==> src/rtl/multi_clock_divider_pkg.sv <==
// Shared constants for the multi-channel clock divider.
// Channel state encoding and the board and simulation defaults.
package multi_clock_divider_pkg;

  localparam int DIV_MIN = 2;

  localparam int BOARD_DIV  = 10000000;
  localparam int BOARD_HIGH = 5000000;
  localparam int SIM_DIV    = 10;
  localparam int SIM_HIGH   = 5;

  typedef enum logic {
    IDLE = 1'b0,
    RUN  = 1'b1
  } ch_state_t;

endpackage

==> src/rtl/multi_clock_divider_channel.sv <==
// One divider channel: period counter, active/shadow settings,
// and the IDLE/RUN state machine.
module multi_clock_divider_channel
  import multi_clock_divider_pkg::*;
#(
  parameter int CNT_W        = 24,
  parameter int DEFAULT_DIV  = BOARD_DIV,
  parameter int DEFAULT_HIGH = BOARD_HIGH
) (
  input  logic             clock,
  input  logic             reset_n,
  input  logic             enable,
  input  logic             wr,
  input  logic [CNT_W-1:0] wr_div,
  input  logic [CNT_W-1:0] wr_high,
  output logic             out_clock,
  output logic             tick,
  output logic             pending
);

  localparam logic [CNT_W-1:0] RST_D = CNT_W'(DEFAULT_DIV);
  localparam logic [CNT_W-1:0] RST_H = CNT_W'(DEFAULT_HIGH);
  localparam logic [CNT_W-1:0] D_MIN = CNT_W'(DIV_MIN);
  localparam logic [CNT_W-1:0] ONE   = CNT_W'(1);

  ch_state_t        state, state_nx;
  logic [CNT_W-1:0] count, count_nx;
  logic [CNT_W-1:0] act_d, act_h;
  logic [CNT_W-1:0] sh_d, sh_h;
  logic [CNT_W-1:0] eff_d, eff_h;
  logic [CNT_W-1:0] count_inc;
  logic             out_nx, tick_nx, pending_nx;
  logic             last, apply, eff_ok;

  assign count_inc = count + ONE;
  assign last      = (state == RUN) && (count == act_d - ONE);
  assign apply     = pending && ((state == IDLE) || last);
  // The boundary edge already computes count 0 from the new settings.
  assign eff_d     = apply ? sh_d : act_d;
  assign eff_h     = apply ? sh_h : act_h;
  assign eff_ok    = (eff_d >= D_MIN);

  always_ff @(posedge clock or negedge reset_n) begin
    if (!reset_n) begin
      state <= IDLE;
    end else begin
      state <= state_nx;
    end
  end

  always_comb begin
    state_nx   = state;
    count_nx   = count;
    out_nx     = 1'b0;
    tick_nx    = 1'b0;
    pending_nx = pending;
    if (apply) pending_nx = 1'b0;
    if (wr)    pending_nx = 1'b1;
    unique case (state)
      IDLE: begin
        count_nx = '0;
        if (enable && eff_ok) begin
          state_nx = RUN;
          out_nx   = (eff_h != '0);
          tick_nx  = 1'b1;
        end
      end
      RUN: begin
        unique case (1'b1)
          !enable: begin
            state_nx = IDLE;
            count_nx = '0;
          end
          enable && last && !eff_ok: begin
            state_nx = IDLE;
            count_nx = '0;
          end
          enable && last && eff_ok: begin
            count_nx = '0;
            out_nx   = (eff_h != '0);
            tick_nx  = 1'b1;
          end
          enable && !last: begin
            count_nx = count_inc;
            out_nx   = (count_inc < eff_h);
          end
          default: ;
        endcase
      end
      default: state_nx = IDLE;
    endcase
  end

  always_ff @(posedge clock or negedge reset_n) begin
    if (!reset_n) begin
      count     <= '0;
      out_clock <= 1'b0;
      tick      <= 1'b0;
      pending   <= 1'b0;
      act_d     <= RST_D;
      act_h     <= RST_H;
      sh_d      <= RST_D;
      sh_h      <= RST_H;
    end else begin
      count     <= count_nx;
      out_clock <= out_nx;
      tick      <= tick_nx;
      pending   <= pending_nx;
      if (apply) begin
        act_d <= sh_d;
        act_h <= sh_h;
      end
      if (wr) begin
        sh_d <= wr_div;
        sh_h <= wr_high;
      end
    end
  end

endmodule

==> src/rtl/multi_clock_divider.sv <==
// NUM_CH independent glitch-free clock dividers with a shared
// write port for period and high-time settings.
module multi_clock_divider
  import multi_clock_divider_pkg::*;
#(
  parameter int NUM_CH       = 4,
  parameter int CNT_W        = 24,
  parameter int CH_W         = 2,
  parameter int DEFAULT_DIV  = BOARD_DIV,
  parameter int DEFAULT_HIGH = BOARD_HIGH
) (
  input  logic              clock,
  input  logic              reset_n,
  input  logic [NUM_CH-1:0] enable,
  input  logic              wr_en,
  input  logic [CH_W-1:0]   wr_ch,
  input  logic [CNT_W-1:0]  wr_div,
  input  logic [CNT_W-1:0]  wr_high,
  output logic [NUM_CH-1:0] out_clock,
  output logic [NUM_CH-1:0] tick,
  output logic [NUM_CH-1:0] pending
);

  logic [NUM_CH-1:0] wr_hit;

  for (genvar i = 0; i < NUM_CH; i++) begin : g_ch
    // Unused codes of wr_ch match no channel and are dropped.
    assign wr_hit[i] = wr_en && (wr_ch == CH_W'(i));

    multi_clock_divider_channel #(
      .CNT_W       (CNT_W),
      .DEFAULT_DIV (DEFAULT_DIV),
      .DEFAULT_HIGH(DEFAULT_HIGH)
    ) u_ch (
      .clock    (clock),
      .reset_n  (reset_n),
      .enable   (enable[i]),
      .wr       (wr_hit[i]),
      .wr_div   (wr_div),
      .wr_high  (wr_high),
      .out_clock(out_clock[i]),
      .tick     (tick[i]),
      .pending  (pending[i])
    );
  end

endmodule

==> config.mk <==
export PLATFORM = sky130hd
export DESIGN_NAME = multi_clock_divider
export DESIGN_NICKNAME = d
export VERILOG_FILES = /design/src/rtl/multi_clock_divider_pkg.sv /design/src/rtl/multi_clock_divider_channel.sv /design/src/rtl/multi_clock_divider.sv
export SDC_FILE = /design/constraint.sdc
export NUM_CORES = 1
export LEC_CHECK = 0
export CAP_MARGIN = 15
export CELL_PAD_IN_SITES_DETAIL_PLACEMENT = 1
export CELL_PAD_IN_SITES_GLOBAL_PLACEMENT = 1
export CORE_ASPECT_RATIO = 1.75
export CORE_MARGIN = 8
export CORE_UTILIZATION = 51
export CTS_CLUSTER_SIZE = 30
export DETAILED_ROUTE_END_ITERATION = 6
export PLACE_DENSITY_LB_ADDON = 0.1
export SYNTH_ARGS = -nofsm -noshare
export SYNTH_HDL_FRONTEND = slang
export SYNTH_HIERARCHICAL = 1
export SYNTH_SLANG_ARGS = --single-unit
==> constraint.sdc <==
create_clock -name clock -period 4.95 [get_ports clock]
set_input_delay 0.99 -clock clock [delete_from_list [all_inputs] [get_ports clock]]
set_output_delay 0.99 -clock clock [all_outputs]
set_load 0.1 [all_outputs]
[Yosys cells after proc, flatten, opt, wreduce, memory -nomap -nowiden]
Cells that the tools add are included.
W data, S select, Z words.
Cells by class
  add/subtract/negate cells: 8
  $lt $le $gt $ge: 8
  eq/ne operators: 11
  muxes and demuxes: 56
  bitwise gates (word level): 4
  reductions and logical operators: 65
Operators with widths (count)
  $pmux W24 S2: 8
  $mux W24: 8
  $add A24 B1 Y24 const B: 4
  $eq A24 B24 Y1: 4
  $ge A24 B2 Y1 const B: 4
  $lt A24 B24 Y1: 4
  $reduce_bool A24 Y1: 4
  $sub A24 B1 Y24 const B: 4
  $logic_and A1 B1 Y1: 32
  $pmux W1 S2: 16
  $mux W1: 24
  $logic_not A1 Y1: 12
  $ne A3 B3 Y1 const B: 4
  $reduce_or A3 Y1: 4
  $reduce_bool A2 Y1: 4
  $reduce_or A2 Y1: 4
  $eq A2 B2 Y1 const B: 2
  $logic_or A1 B1 Y1: 4
  $not A1 Y1: 4
  $eq A2 B1 Y1 const B: 1
  $logic_not A2 Y1: 1
Storage, ports and cells
  register bits: 496
  input port bits: 57
  output and inout port bits: 12
  logic and storage cells: 188

[Logic depth before layout (Yosys ltp)]
  word-level depth: 12
  gate-level depth with buffers: 19
  mapped depth without buffers: 18

[Modules after synthesis]
Netlist, hierarchy kept.
By module, submodules not included
  multi_clock_divider_channel: instances 4, cells an instance 570, area an instance 6581.3 um2, sequential area each 3143.0 um2
  multi_clock_divider: instances 1, cells an instance 4, area an instance 37.5 um2, sequential area each 0.0 um2

[Worst setup path after synthesis]
OpenSTA, ideal clock, no wires.
  kind: register to register
  start: reg g_ch[0].u_ch.act_d[0]
  end: reg g_ch[0].u_ch.out_clock
  arrival: 4.351 ns
  required time: 4.886 ns
  slack: 0.534 ns
  cell stages (with the launch flop): 20
  period minus slack after synthesis: 4.416 ns
  path through: dfrtp_1 > inv_1 > ha_1 > nor4b_4 > and3_1 > and4_1 > o221ai_1 > or4_1 > o41ai_4 > buf_4 > mux2i_1 > ha_1 > a21o_1 > a21o_1 > a21oi_1 > o21ai_0 > a211oi_1 > o21ai_0 > nor3_1 > a211o_1
On the way
  word-level cells in the longest chain between the ends: 10
  elaborated cells between the ends (all ways): 18
RTL lines
  from (decl): line multi_clock_divider_channel.sv:28  | logic [CNT_W-1:0] act_d, act_h;
  from (signal assigned): line multi_clock_divider_channel.sv:100  | act_d <= RST_D;
  from (signal assigned): line multi_clock_divider_channel.sv:110  | act_d <= sh_d;
  $sub A24 B1 Y24: line multi_clock_divider_channel.sv:36  | assign last = (state == RUN) && (count == act_d - ONE);
  $eq A24 B24 Y1: line multi_clock_divider_channel.sv:36
  $logic_and A1 B1 Y1: line multi_clock_divider_channel.sv:36
  $logic_or A1 B1 Y1: line multi_clock_divider_channel.sv:37  | assign apply = pending && ((state == IDLE) || last);
  $logic_and A1 B1 Y1: line multi_clock_divider_channel.sv:37
  $mux W24
  $ge A24 B2 Y1: line multi_clock_divider_channel.sv:41  | assign eff_ok = (eff_d >= D_MIN);
  $logic_and A1 B1 Y1 (on tied branches): line multi_clock_divider_channel.sv:78, multi_clock_divider_channel.sv:62
  $pmux W1 S2 / $mux W1 (equally long branches): line multi_clock_divider_channel.sv:69, multi_clock_divider_channel.sv:62
  $pmux W1 S2 (*): line multi_clock_divider_channel.sv:59  | unique case (state)
  via g_ch[0].u_ch.out_nx: line multi_clock_divider_channel.sv:32  | logic out_nx, tick_nx, pending_nx;
  to (signal assigned): line multi_clock_divider_channel.sv:106  | out_clock <= out_nx;
  to (decl): line multi_clock_divider_channel.sv:16  | output logic out_clock,
The timed path passes the listed nets; every way through them passes the cells marked *.
A chain may end at the register's enable or synchronous reset.

[Worst setup path after layout]
  start: reg g_ch[2].u_ch.act_d[0]
  end: reg g_ch[2].u_ch.out_clock
On the way
  word-level cells in the longest chain between the ends: 10
  elaborated cells between the ends (all ways): 18
RTL lines
  from (decl): line multi_clock_divider_channel.sv:28
  from (signal assigned): line multi_clock_divider_channel.sv:100
  from (signal assigned): line multi_clock_divider_channel.sv:110
  $sub A24 B1 Y24: line multi_clock_divider_channel.sv:36
  $eq A24 B24 Y1: line multi_clock_divider_channel.sv:36
  $logic_and A1 B1 Y1: line multi_clock_divider_channel.sv:36
  $logic_or A1 B1 Y1: line multi_clock_divider_channel.sv:37
  $logic_and A1 B1 Y1: line multi_clock_divider_channel.sv:37
  $mux W24: line multi_clock_divider_channel.sv:39  | assign eff_d = apply ? sh_d : act_d;
  $ge A24 B2 Y1: line multi_clock_divider_channel.sv:41
  $logic_and A1 B1 Y1 (on tied branches): line multi_clock_divider_channel.sv:78, multi_clock_divider_channel.sv:62
  $pmux W1 S2 / $mux W1 (equally long branches): line multi_clock_divider_channel.sv:69, multi_clock_divider_channel.sv:62
  $pmux W1 S2 (*): line multi_clock_divider_channel.sv:59
  via g_ch[2].u_ch.out_nx: line multi_clock_divider_channel.sv:32
  to (signal assigned): line multi_clock_divider_channel.sv:106
  to (decl): line multi_clock_divider_channel.sv:16
Marks and branches as above.

==> reports/results.tsv <==
metric	value	unit
WL final	89000	um
Die Y	317	um
total track usage	29.6	%
vias in the first global route	21800	
Crit path buffers/inverters	5	
Nets	2579	
FF/Latch Area	12600	sq um
status	finished clean	
Syn Inst Count	2284	
crit-path most repeated cell	nand4_1	
Crit path max-delay family	compound AO/OA/AOI/OAI gates	
Max IR drop VDD	0.407	mV
DR pass1 iterations	5	
antenna-violating nets left	0	
fill count	5200	
final hold slack	0.409	ns
largest net degree at the start of global routing	92	
Async S/R FF share, synth	100	%
met2 wire len	46400	um
# setup viols final	0	
share of layout cells above drive strength 1	25.8	%
Cell variety after synth	57	
type of the tightest min-delay check	input port to async pin	
DRT iter0 DRCs	982	
FF-to-FF End	g_ch[2].u_ch/out_clock$_DFF_PN0_	
R2R cell count	21	
synth warn	6	
Area contributors post-synth	dfrtp_1 35%, dfstp_2 13%, mux2_2 8.4%	
clock transition at the registers of the reported paths	0.07	ns
routed len/inst	28.4	um
critical path arrival	5.29	ns
pwr/cell area	460	nW/um^2
Overall Power	14200	uW
Starting Density	51.4	%
initial antenna violation count	3	
Post-synth EDFFs	0	
synthesized area per cell	11.5	sq um
num ports	69	
RSZ-0062 raised after global routing	yes	
worst skew pair latency	0.59	ns
R2R Path Start	g_ch[2].u_ch/act_d[0]$_DFF_PN0_	
CP max FO	13	
Rel. slew slack	27.1	%
Worst Clk Skew	0.0202	ns
DR WL met3	2700	um
post-synth top area cell	dfrtp_1	
crit end category	flip-flop	
Critical path origin	g_ch[2].u_ch/act_d[0]$_DFF_PN0_	
H-Tree Depth	2	
wl on met1	32600	um
setup slack after layout	0.116	ns
nature of the critical path startpoint	flip-flop	
max-cap violations	0	
first-pass GRT wire length	134000	um
Residual DRC	0	
register area share after synthesis	47.7	%
cell depth of the worst setup path	21	
hold-fix buffers at CTS	0	
Top Layer Used	met4	
top-count cell post-synth	dfrtp_1	
Slowest-stage cell, CP	dfrtp_2	
critical path cell sequence	inv_2 -> ha_2 -> nor4b_4 -> buf_4 -> nand4_1 -> xnor2_1 -> o221ai_1 -> a21oi_1 -> o41ai_4 -> buf_6 -> bufbuf_16 -> mux2i_4 -> ha_4 -> nand4_1 -> nor4_2 -> inv_1 -> o22ai_2 -> a211oi_2 -> o21ai_2 -> nor3_2 -> a211o_1	
routability cong.	0.943	
final hold vios	0	
Port Buffers	68	
Final Max Tran Viols	0	
core box area	51300	sq um
DP HPWL	64900	um
CP max stage delay	0.44	ns
DP Worst Slack	-0.162	ns
mapped cell area	26400	sq um
Vias/cell	6.17	
Die X	188	um
cell leakage power	0.0130	uW
multi-input logic area	13700	sq um
CTS Buf Count	48	
CP Class	flip-flop to flip-flop	
flop2flop setup slack	0.12	ns
Final period util	97.7	%
worst-margin pin slew	1.09	ns
top cells by count, synth	368 x dfrtp_1, 196 x mux2_2, 132 x xnor2_1	
row count	110	
Worst setup endpoint	g_ch[2].u_ch/out_clock$_DFF_PN0_	
clock root cell	clkbuf_16	
Seq cells post-synth	496	
via count	19300	
CTS Sinks	496	
syn_nets	2441	
Required @ worst endpoint	5.40	ns
die area	59500	sq um
share of the synthesized area in the top cell type	34.9	%
Period minus WS final	4.83	ns
clock buffer depth	3	
max frequency	207	MHz
Area Overhead vs Synth	16.7	%
CTS tree	done	
grt total ovfl	0	
Post-synth top flop	dfrtp_1	
[worst min-delay path by stage]
stage                                      from                            endpoint  slack (ns)  cells past startpoint
2_1_floorplan  g_ch[0].u_ch/sh_d[0]$_DFFE_PN0P_     g_ch[0].u_ch/act_d[0]$_DFF_PN0_        0.45                      2
3_3_place_gp   g_ch[0].u_ch/sh_d[0]$_DFFE_PN0P_     g_ch[0].u_ch/act_d[0]$_DFF_PN0_        0.48                      2
3_5_place_dp   g_ch[0].u_ch/sh_d[0]$_DFFE_PN0P_     g_ch[0].u_ch/act_d[0]$_DFF_PN0_        0.47                      2
4_1_cts                                 reset_n  g_ch[1].u_ch/count[11]$_DFFE_PN0P_        0.43                      1
5_1_grt                                 reset_n   g_ch[1].u_ch/count[8]$_DFFE_PN0P_        0.45                      1
6_report                                reset_n   g_ch[1].u_ch/count[8]$_DFFE_PN0P_        0.41                      1
[sequential cells by signal, indices dropped and copies added, names as in the netlist]
signal               flops
g_ch.u_ch/state          4
g_ch.u_ch/tick           4
g_ch.u_ch/act_h         96
g_ch.u_ch/act_d         96
g_ch.u_ch/count         96
g_ch.u_ch/pending        4
g_ch.u_ch/sh_d          96
g_ch.u_ch/out_clock      4
g_ch.u_ch/sh_h          96
[logic make-up (layout without fill, tap and decap cells)]
group / Yosys count / in the layout / share of synthesized area (%)
muxes: 388 / 388 / 16.1
buffers and inverters: 200 / 375 / 3.17
AOI/OAI and AO/OA: 228 / 228 / 6.53
DFF: 496 / 496 / 47.7
adders and majority gates: 100 / 100 / 4.75
xor gates and xnor gates: 200 / 200 / 6.64
other: 0 / 4 / 0
and+or+nand+nor: 672 / 672 / 15.1
[where the power goes]
part	leakage [uW]	internal (uW)	total (uW)	switching, uW
logic	0.00633	1810	3940	2130
registers	0.00593	5210	6410	1200
clock network	0.000778	2130	3800	1660
[placed cells by master (no fill, tap or decap), types with 12 or more instances in the layout]
master / count
nor4_1: 96
clkinv_2: 12
xnor2_1: 132
a21oi_1: 36
dfrtp_1: 362
nor3_1: 58
clkbuf_16: 51
ha_1: 92
and4_1: 28
nor2_1: 80
nand2b_1: 32
nand3_1: 44
clkdlybuf4s50_1: 67
a21o_1: 40
nand4_1: 80
buf_4: 87
o21ai_0: 34
mux2i_2: 20
a31oi_1: 12
nor2b_1: 92
dfstp_2: 128
mux2i_4: 28
and3_1: 19
mux2i_1: 52
mux2_1: 92
nand2_1: 72
xor2_1: 68
inv_1: 113
mux2_2: 196
[what timing repair did]
action / in CTS / in global routing
endpoints found under the setup margin: 2 / 4
cloned: 2 / 2
pin swaps: 7 / 31
endpoints found under the hold margin: 0 / 0
gates resized for setup: 37 / 102
setup buffers: 10 / 22
[per-layer routing]
layer	up-vias	track usage, %
met1	10000	31.5
met4	0	21.1
li1	8552	-
met5	-	0
met3	278	3.61
met2	458	54.0
[layout make-up]
class	count	share of cell area (%)
Tap cell	672	2.73
Antenna cell	4	0.0325
Multi-Input combinational cell	1588	44.4
Sequential cell	496	40.9
Clock inverter	22	0.740
Clock buffer	65	4.41
Inverter	116	1.41
Timing Repair Buffer	172	5.41
[through the flow]
step | area, sq um | util, % | setup TNS [ns] | instances
CTS | 30000 | 58.4 | 0 | 3107
global route | 30800 | 59.9 | -0.232 | 3133
global placement | 28100 | 54.7 | 0 | 3008
finish | 30800 | 59.9 | 0 | 3135
detailed placement | 28100 | 54.7 | -0.323 | 3008
floorplan | 26400 | - | 0 | 2284
[worst reg2reg max path, stage by stage, from the launching register on]
cell and delay, ns:
dfrtp_2 0.44, inv_2 0.09, ha_2 0.21, nor4b_4 0.32, buf_4 0.20, nand4_1 0.22
xnor2_1 0.21, o221ai_1 0.17, a21oi_1 0.18, o41ai_4 0.39, buf_6 0.18, bufbuf_16 0.32
mux2i_4 0.37, ha_4 0.20, nand4_1 0.12, nor4_2 0.32, inv_1 0.11, o22ai_2 0.15
a211oi_2 0.07, o21ai_2 0.09, nor3_2 0.07, a211o_1 0.29
Note: power is estimated with default switching activity, not from simulation.
